[src/rtl/pos_counter_filt_if.sv]
// pos_counter_filt_if
//   Groups the step/dir pins, the register-file controls and the position
//   status of one pos_counter_filt instance.
//   master : pin/register side, drives pins and controls, reads status.
//   slave  : the counter itself.
//   Signals: step, dir (raw pins); invert_dir, edge_mode, multiplier, sat_en,
//   load, load_value, capture, clear_flags (controls); count, step_pulse,
//   dir_eff, overflow, captured, capture_valid (status).
interface pos_counter_filt_if #(
    parameter int WIDTH  = 32,
    parameter int MULT_W = 8
);
    logic              step;
    logic              dir;
    logic              invert_dir;
    logic [1:0]        edge_mode;
    logic [MULT_W-1:0] multiplier;
    logic              sat_en;
    logic              load;
    logic [WIDTH-1:0]  load_value;
    logic              capture;
    logic              clear_flags;
    logic [WIDTH-1:0]  count;
    logic              step_pulse;
    logic              dir_eff;
    logic              overflow;
    logic [WIDTH-1:0]  captured;
    logic              capture_valid;

    modport master (
        output step, dir, invert_dir, edge_mode, multiplier, sat_en,
               load, load_value, capture, clear_flags,
        input  count, step_pulse, dir_eff, overflow, captured, capture_valid
    );

    modport slave (
        input  step, dir, invert_dir, edge_mode, multiplier, sat_en,
               load, load_value, capture, clear_flags,
        output count, step_pulse, dir_eff, overflow, captured, capture_valid
    );
endinterface

[src/rtl/pos_counter_filt.sv]
// pos_counter_filt
//   Step/dir position counter for a motion axis. The raw step and dir pins
//   are synchronised (2 flops) and glitch-filtered; accepted step edges of the
//   selected polarity move the signed count by the multiplier, up or down
//   according to the filtered direction. Wrap or saturate on signed overflow,
//   with a sticky overflow flag. Also offers preload and position capture.
// Ports:
//   clk   : system clock
//   reset : synchronous, active-high reset
//   bus   : pos_counter_filt_if.slave (pins, controls, status)
module pos_counter_filt #(
    parameter int WIDTH      = 32,
    parameter int MULT_W     = 8,
    parameter int FILTER_LEN = 2
) (
    input  logic                clk,
    input  logic                reset,
    pos_counter_filt_if.slave   bus
);
    localparam logic [7:0]       FCNT_LAST = 8'(FILTER_LEN - 1);
    localparam logic [WIDTH-1:0] CNT_MAX   = {1'b0, {(WIDTH-1){1'b1}}};
    localparam logic [WIDTH-1:0] CNT_MIN   = {1'b1, {(WIDTH-1){1'b0}}};

    // Index 0 = step, index 1 = dir.
    logic [1:0] pin_raw;
    logic [1:0] s1;
    logic [1:0] s2;
    logic [1:0] filt;
    logic [7:0] fcnt [2];
    logic [1:0] accept;

    logic             step_hit;
    logic             dir_up;
    logic [WIDTH:0]   mult_ext;
    logic [WIDTH:0]   cnt_ext;
    logic [WIDTH:0]   sum;
    logic             sum_ovf;
    logic [WIDTH-1:0] step_val;

    logic [WIDTH-1:0] count_r;
    logic [WIDTH-1:0] captured_r;
    logic             step_pulse_r;
    logic             overflow_r;
    logic             capture_valid_r;

    assign pin_raw = {bus.dir, bus.step};

    // Accept fires on the clock where the synchronised level has disagreed
    // with the filtered level for FILTER_LEN consecutive clocks.
    always_comb begin
        accept = 2'b00;
        for (int i = 0; i < 2; i++) begin
            accept[i] = (s2[i] != filt[i]) && (fcnt[i] == FCNT_LAST);
        end
    end

    always_ff @(posedge clk) begin
        if (reset) begin
            s1   <= 2'b00;
            s2   <= 2'b00;
            filt <= 2'b00;
            for (int i = 0; i < 2; i++) begin
                fcnt[i] <= 8'd0;
            end
        end else begin
            s1 <= pin_raw;
            s2 <= s1;
            for (int i = 0; i < 2; i++) begin
                if (s2[i] == filt[i]) begin
                    fcnt[i] <= 8'd0;
                end else if (accept[i]) begin
                    filt[i] <= s2[i];
                    fcnt[i] <= 8'd0;
                end else begin
                    fcnt[i] <= fcnt[i] + 8'd1;
                end
            end
        end
    end

    always_comb begin
        step_hit = 1'b0;
        if (accept[0]) begin
            case (bus.edge_mode)
                2'b00:   step_hit = s2[0];
                2'b01:   step_hit = ~s2[0];
                2'b10:   step_hit = 1'b1;
                default: step_hit = 1'b0;
            endcase
        end
    end

    // Direction comes from the filtered level held before this clock, so a
    // dir accept landing together with a step accept does not steer it.
    assign dir_up   = filt[1] ^ bus.invert_dir;
    assign mult_ext = {{(WIDTH + 1 - MULT_W){1'b0}}, bus.multiplier};
    assign cnt_ext  = {count_r[WIDTH-1], count_r};
    assign sum      = dir_up ? (cnt_ext + mult_ext) : (cnt_ext - mult_ext);
    // The extra top bit keeps the true sign; disagreement with bit WIDTH-1
    // means the result does not fit in WIDTH bits.
    assign sum_ovf  = sum[WIDTH] ^ sum[WIDTH-1];

    always_comb begin
        step_val = sum[WIDTH-1:0];
        if (sum_ovf && bus.sat_en) begin
            step_val = sum[WIDTH] ? CNT_MIN : CNT_MAX;
        end
    end

    always_ff @(posedge clk) begin
        if (reset) begin
            count_r         <= '0;
            captured_r      <= '0;
            step_pulse_r    <= 1'b0;
            overflow_r      <= 1'b0;
            capture_valid_r <= 1'b0;
        end else begin
            step_pulse_r <= 1'b0;
            if (bus.load) begin
                count_r <= bus.load_value;
            end else if (step_hit) begin
                count_r      <= step_val;
                step_pulse_r <= 1'b1;
            end

            if (step_hit && !bus.load && sum_ovf) begin
                overflow_r <= 1'b1;
            end else if (bus.clear_flags) begin
                overflow_r <= 1'b0;
            end

            capture_valid_r <= bus.capture;
            if (bus.capture) begin
                captured_r <= count_r;
            end
        end
    end

    assign bus.count         = count_r;
    assign bus.step_pulse    = step_pulse_r;
    assign bus.dir_eff       = dir_up;
    assign bus.overflow      = overflow_r;
    assign bus.captured      = captured_r;
    assign bus.capture_valid = capture_valid_r;
endmodule
[src/flat_wrapper.sv]
// flat-port wrapper written by rule: the top's interface ports become plain ports
module pos_counter_filt_flat 
#(
    parameter int WIDTH      = 32,
    parameter int MULT_W     = 8,
    parameter int FILTER_LEN = 2
)
  (clk, reset, bus_step, bus_dir, bus_invert_dir, bus_edge_mode, bus_multiplier, bus_sat_en, bus_load, bus_load_value, bus_capture, bus_clear_flags, bus_count, bus_step_pulse, bus_dir_eff, bus_overflow, bus_captured, bus_capture_valid);
  pos_counter_filt_if #(.WIDTH(WIDTH), .MULT_W(MULT_W)) bus_i ();
  input  logic clk;
  input  logic reset;
  input wire logic [$bits(bus_i.step)-1:0] bus_step;
  input wire logic [$bits(bus_i.dir)-1:0] bus_dir;
  input wire logic [$bits(bus_i.invert_dir)-1:0] bus_invert_dir;
  input wire logic [$bits(bus_i.edge_mode)-1:0] bus_edge_mode;
  input wire logic [$bits(bus_i.multiplier)-1:0] bus_multiplier;
  input wire logic [$bits(bus_i.sat_en)-1:0] bus_sat_en;
  input wire logic [$bits(bus_i.load)-1:0] bus_load;
  input wire logic [$bits(bus_i.load_value)-1:0] bus_load_value;
  input wire logic [$bits(bus_i.capture)-1:0] bus_capture;
  input wire logic [$bits(bus_i.clear_flags)-1:0] bus_clear_flags;
  output wire logic [$bits(bus_i.count)-1:0] bus_count;
  output wire logic [$bits(bus_i.step_pulse)-1:0] bus_step_pulse;
  output wire logic [$bits(bus_i.dir_eff)-1:0] bus_dir_eff;
  output wire logic [$bits(bus_i.overflow)-1:0] bus_overflow;
  output wire logic [$bits(bus_i.captured)-1:0] bus_captured;
  output wire logic [$bits(bus_i.capture_valid)-1:0] bus_capture_valid;
  assign bus_i.step = bus_step;
  assign bus_i.dir = bus_dir;
  assign bus_i.invert_dir = bus_invert_dir;
  assign bus_i.edge_mode = bus_edge_mode;
  assign bus_i.multiplier = bus_multiplier;
  assign bus_i.sat_en = bus_sat_en;
  assign bus_i.load = bus_load;
  assign bus_i.load_value = bus_load_value;
  assign bus_i.capture = bus_capture;
  assign bus_i.clear_flags = bus_clear_flags;
  assign bus_count = bus_i.count;
  assign bus_step_pulse = bus_i.step_pulse;
  assign bus_dir_eff = bus_i.dir_eff;
  assign bus_overflow = bus_i.overflow;
  assign bus_captured = bus_i.captured;
  assign bus_capture_valid = bus_i.capture_valid;
  pos_counter_filt #(.WIDTH(WIDTH), .MULT_W(MULT_W), .FILTER_LEN(FILTER_LEN)) u_core (.clk(clk), .reset(reset), .bus(bus_i));
endmodule
[config.mk]
export PLATFORM = sky130hd
export DESIGN_NAME = pos_counter_filt_flat
export DESIGN_NICKNAME = d
export VERILOG_FILES = /design/src/rtl/pos_counter_filt_if.sv /design/src/rtl/pos_counter_filt.sv /design/src/flat_wrapper.sv
export SDC_FILE = /design/constraint.sdc
export NUM_CORES = 1
export LEC_CHECK = 0
export ABC_AREA = 1
export CORE_UTILIZATION = 48
export CTS_CLUSTER_SIZE = 20
export DETAILED_ROUTE_END_ITERATION = 10
export PLACE_DENSITY = 0.78
export SYNTH_ARGS = -nofsm -noshare
export SYNTH_HDL_FRONTEND = slang
export SYNTH_SLANG_ARGS = --single-unit
[constraint.sdc]
create_clock -name clk -period 3.3 [get_ports clk]
set_input_delay 0.66 -clock clk [delete_from_list [all_inputs] [get_ports clk]]
set_output_delay 0.66 -clock clk [all_outputs]
set_load 0.02 [all_outputs]
==> key figures <==
Timing
  • Final count of pins violating max slew: 0
  • Final period utilization: 1.113
  • RSZ-0062 raised after global routing: true
  • Final WS setup: -0.3715 ns
  • Least-Margin Pin Slew: 0.7151 ns
  • Final Skew: roughly 0.010 ns
  • Final min period: roughly 3.7 ns
  • Fin. Hold Viols: 0
  • Max frequency: 0.2724 GHz
  • Slew Limit Headroom: 0.5227
  • Setup violations, final: 32

Placement
  • DP Area: 8533 um2
  • Dpl hpwl: about 16000 um
  • Port Buffers: approximately 120
  • Cells after DPL: 1276
  • Gp weighted congestion: 1.006

Critical path
  • Worst R2R Path Depth: 19
  • Class of the most critical setup path: in -> reg
  • CP bufs+invs: 6
  • Crit Reg-Reg Endpoint: u_core.bus.count[29]
  • Slowest CP cell: nor3_1
  • CP most frequent cell: nand2_1
  • Critical path's top delay family: simple AND/OR/NAND/NOR gates
  • Worst-path maximum fanout: 3
  • CP endpoint kind: register
  • CP Cell Sequence: buf_6 > nor3_4 > inv_2 > nor2_4 > inv_2 > nor3_2 > ha_2 > nor2_4 > buf_4 > ha_4 > buf_6 > nand2_1 > buf_4 > o21bai_2 > a21oi_1 > nor2_1 > nor3_1 > nand2_1 > xor2_1 > nand2_1 > a21oi_2
  • Crit path DAT: around 4.0 ns
  • CP Data Required Time: ~3.6 ns
  • CP peak stage delay: about 0.44 ns
  • CP Launch Type: primary input
  • FF-to-FF Start: u_core.filt[1]
  • Flop-to-flop setup slack: -0.28 ns

Clocking
  • CTS Buffer Depth: 2
  • CTS Buf Count: 9
  • Clk_lat worst skew: 0.36 ns
  • Clk slew on worst S/H paths: 0.07 ns
  • CTS root buf: clkbuf_16
  • H-tree depth: 3
  • Hold-fix buffers, CTS: 0
  • CTS tree: yes
  • Clk sink count: 89

Floorplan
  • IO Count: roughly 120
  • # rows: 40
  • Die width: 113.8 um
  • Die H: 113.8 um
  • Die ar.: 12940 um2
  • Starting Density: 0.4950
  • Core Box Area: between 10000 and 15000 um2

Drt
  • Max layer used: met4
  • Drt total wl: 26370 um
  • DRT iter0 DRCs: 1060
  • Wire length on met3: roughly 2600 um
  • Detail Route met2 WL: 11850 um
  • DR vias: approximately 7800
  • WL per Instance: 19.75 um
  • First-pass detailed-route iteration total: 8
  • Avg Vias per Cell: 5.843
  • DRC Markers: 0
  • Final ANT Viol Nets: 0
  • WL met1: 9786 um

Global routing
  • Total gr overflow: 0
  • Initial antenna violation count: 1
  • Largest net degree at the start of global routing: 34
  • Vias in the first global route: slightly below 7000
  • Global Route Usage Sum: 0.3456
  • Global-route wire length before repair: 34480 um

Synth
  • Yosys cell types: 43
  • Area contributors post-synth: dfxtp_1 (24%), nand2_1 (11%), nor2_1 (9.0%)
  • Yosys synthesis warning count: 0
  • Cell taking the most area after synthesis: dfxtp_1
  • Fraction of registers with async set/reset: 0
  • Synthesized flop and latch total: 89
  • EDFF count, synth: 16
  • Syn Inst Count: 845
  • Top cell type's share of synthesized area: 0.2437
  • Avg Inst Size Synth: 7.096 um2
  • Prevailing post-synth register cell: dfxtp_1
  • Seq/Total Area, Yosys: 0.3239
  • Commonest cells in the netlist: nand2_1 (168), nor2_1 (143), inv_1 (82)
  • Syn Std Cell Area: 5996 um2
  • Most frequent cell after synthesis: nand2_1

Min path
  • Hold path endpoint: u_core.s2[1]
  • Hold crit path type: reg -> reg
  • Hold depth: 2
  • Worst Hold Launch: u_core.s1[1]

Layout
  • Design Area, Final: 10160 um2
  • Area grow syn2layout: 69.49%
  • Share of layout cells above drive strength 1: 0.3522
  • # diodes: 0
  • Layout Cells excl Fill: 1335
  • Fin nets: between 1000 and 1500

Status
  • Status: finished, violations left
  • Failing checks: setup timing

Pwr
  • Total power per unit cell area: 433.3 nW/um2
  • P_leak: 4.552 nW
  • Worst vdd ir: 0.2897 mV

Flow run
  • Max-Cap Viols: 0
[how the worst max path moves through the flow]
stage / startpoint / to / cells past startpoint
finish: bus_multiplier[0] / u_core.bus.count[29] / 21
global route: bus_multiplier[0] / u_core.bus.count[29] / 21
CTS: bus_multiplier[2] / u_core.bus.count[1] / 26
detailed placement: bus_multiplier[1] / u_core.bus.count[28] / 23
global placement: bus_multiplier[1] / u_core.bus.count[28] / 23
floorplan: bus_multiplier[1] / u_core.bus.count[13] / 24
[flip-flops by register name (all words and copies together), names as in the netlist]
register	cells
u_core.fcnt	16
u_core.s1	2
u_core.bus.capture_valid	1
u_core.bus.captured	32
u_core.bus.overflow	1
u_core.bus.count	32
u_core.s2	2
u_core.bus.step_pulse	1
u_core.filt	2
[metrics by stage]
| step | total power, mW | TNS [ns] | hold WS, ns | worst slack [ns] | util |
|---|---|---|---|---|---|
| 6_report | 4.403 | -4.963 | 0.4067 | -0.3715 | 0.8391 |
| 5_1_grt | 4.543 | -11.23 | 0.4287 | -0.7550 | 0.8391 |
| 4_1_cts | 4.026 | -1.575 | 0.4031 | -0.09201 | 0.7833 |
| 3_5_place_dp | 2.710 | -27.20 | 0.3990 | -0.9019 | 0.7045 |
| 3_3_place_gp | 2.689 | -23.62 | 0.3921 | -0.7903 | 0.7045 |
| 2_1_floorplan | 1.990 | 0 | 0.3883 | 0.0006131 | - |
[cells in the final DEF, fill, tap and decap left out, types with 16 or more instances in the layout]
cell             Yosys  layout
conb_1               1      16
nand2_1            168     132
a21oi_2             13      37
buf_4                3     173
nand2_4              4      16
xor2_1              21      20
inv_1               82      74
nor2_1             143     125
o221ai_1            27      27
clkdlybuf4s50_1      0     109
dfxtp_1             73      72
o21ai_0             45      39
ha_4                 0      26
a21oi_1             63      32
nand3_1             26      19
nand2_2             15      37
buf_6                4      19
edfxtp_1            16      16
[report_power, final]
group	switching, mW	internal [mW]	total [mW]	leakage, nW
registers	0.0828	1.17	1.25	0.770
logic	1.05	0.962	2.02	3.62
clock network	0.446	0.686	1.13	0.157
[tightest hold or removal path, delay by kind of cell, from the launching register on]
| kind | cells | cell delay (ns) |
|---|---|---|
| AND/OR/NAND/NOR | 1 | 0.03 |
| flip-flops | 1 | 0.30 |
| buffers and inverters | 1 | 0.04 |
[repair_timing]
item / 4_1_cts / 5_1_grt
cloned: 2 / 0
resized for setup: 100 / 136
setup buffers: 24 / 21
pin swaps: 28 / 56
setup endpoints to repair: 33 / 33
[layer usage]
metal  GRT usage  vias up
li1            -     3432
met1      0.4536     3596
met2      0.5646      553
met3     0.04676      220
met4      0.1588        0
met5           0        -
[kinds of logic after synthesis]
family / Yosys count / synth area share
other: 1 / 0.0006254
flip-flops: 89 / 0.3239
buffers and inverters: 116 / 0.08013
XOR/XNOR: 31 / 0.04528
adder cells (fa/ha/maj): 40 / 0.08473
AND/OR/NAND/NOR: 402 / 0.2928
AO/OA/AOI/OAI: 166 / 0.1726
[area by class of cell]
cell class / instances / area [um2]
Tap cell: 168 / 210.2
Inverter: 91 / 347.8
Clock inverter: 4 / 75.07
Fill cell: 667 / 1949
Clock buffer: 12 / 246.5
Timing Repair Buffer: 316 / 2835
Sequential cell: 89 / 1946
Multi-Input combinational cell: 655 / 4502
No activity file was read; power rests on OpenSTA's default activity.
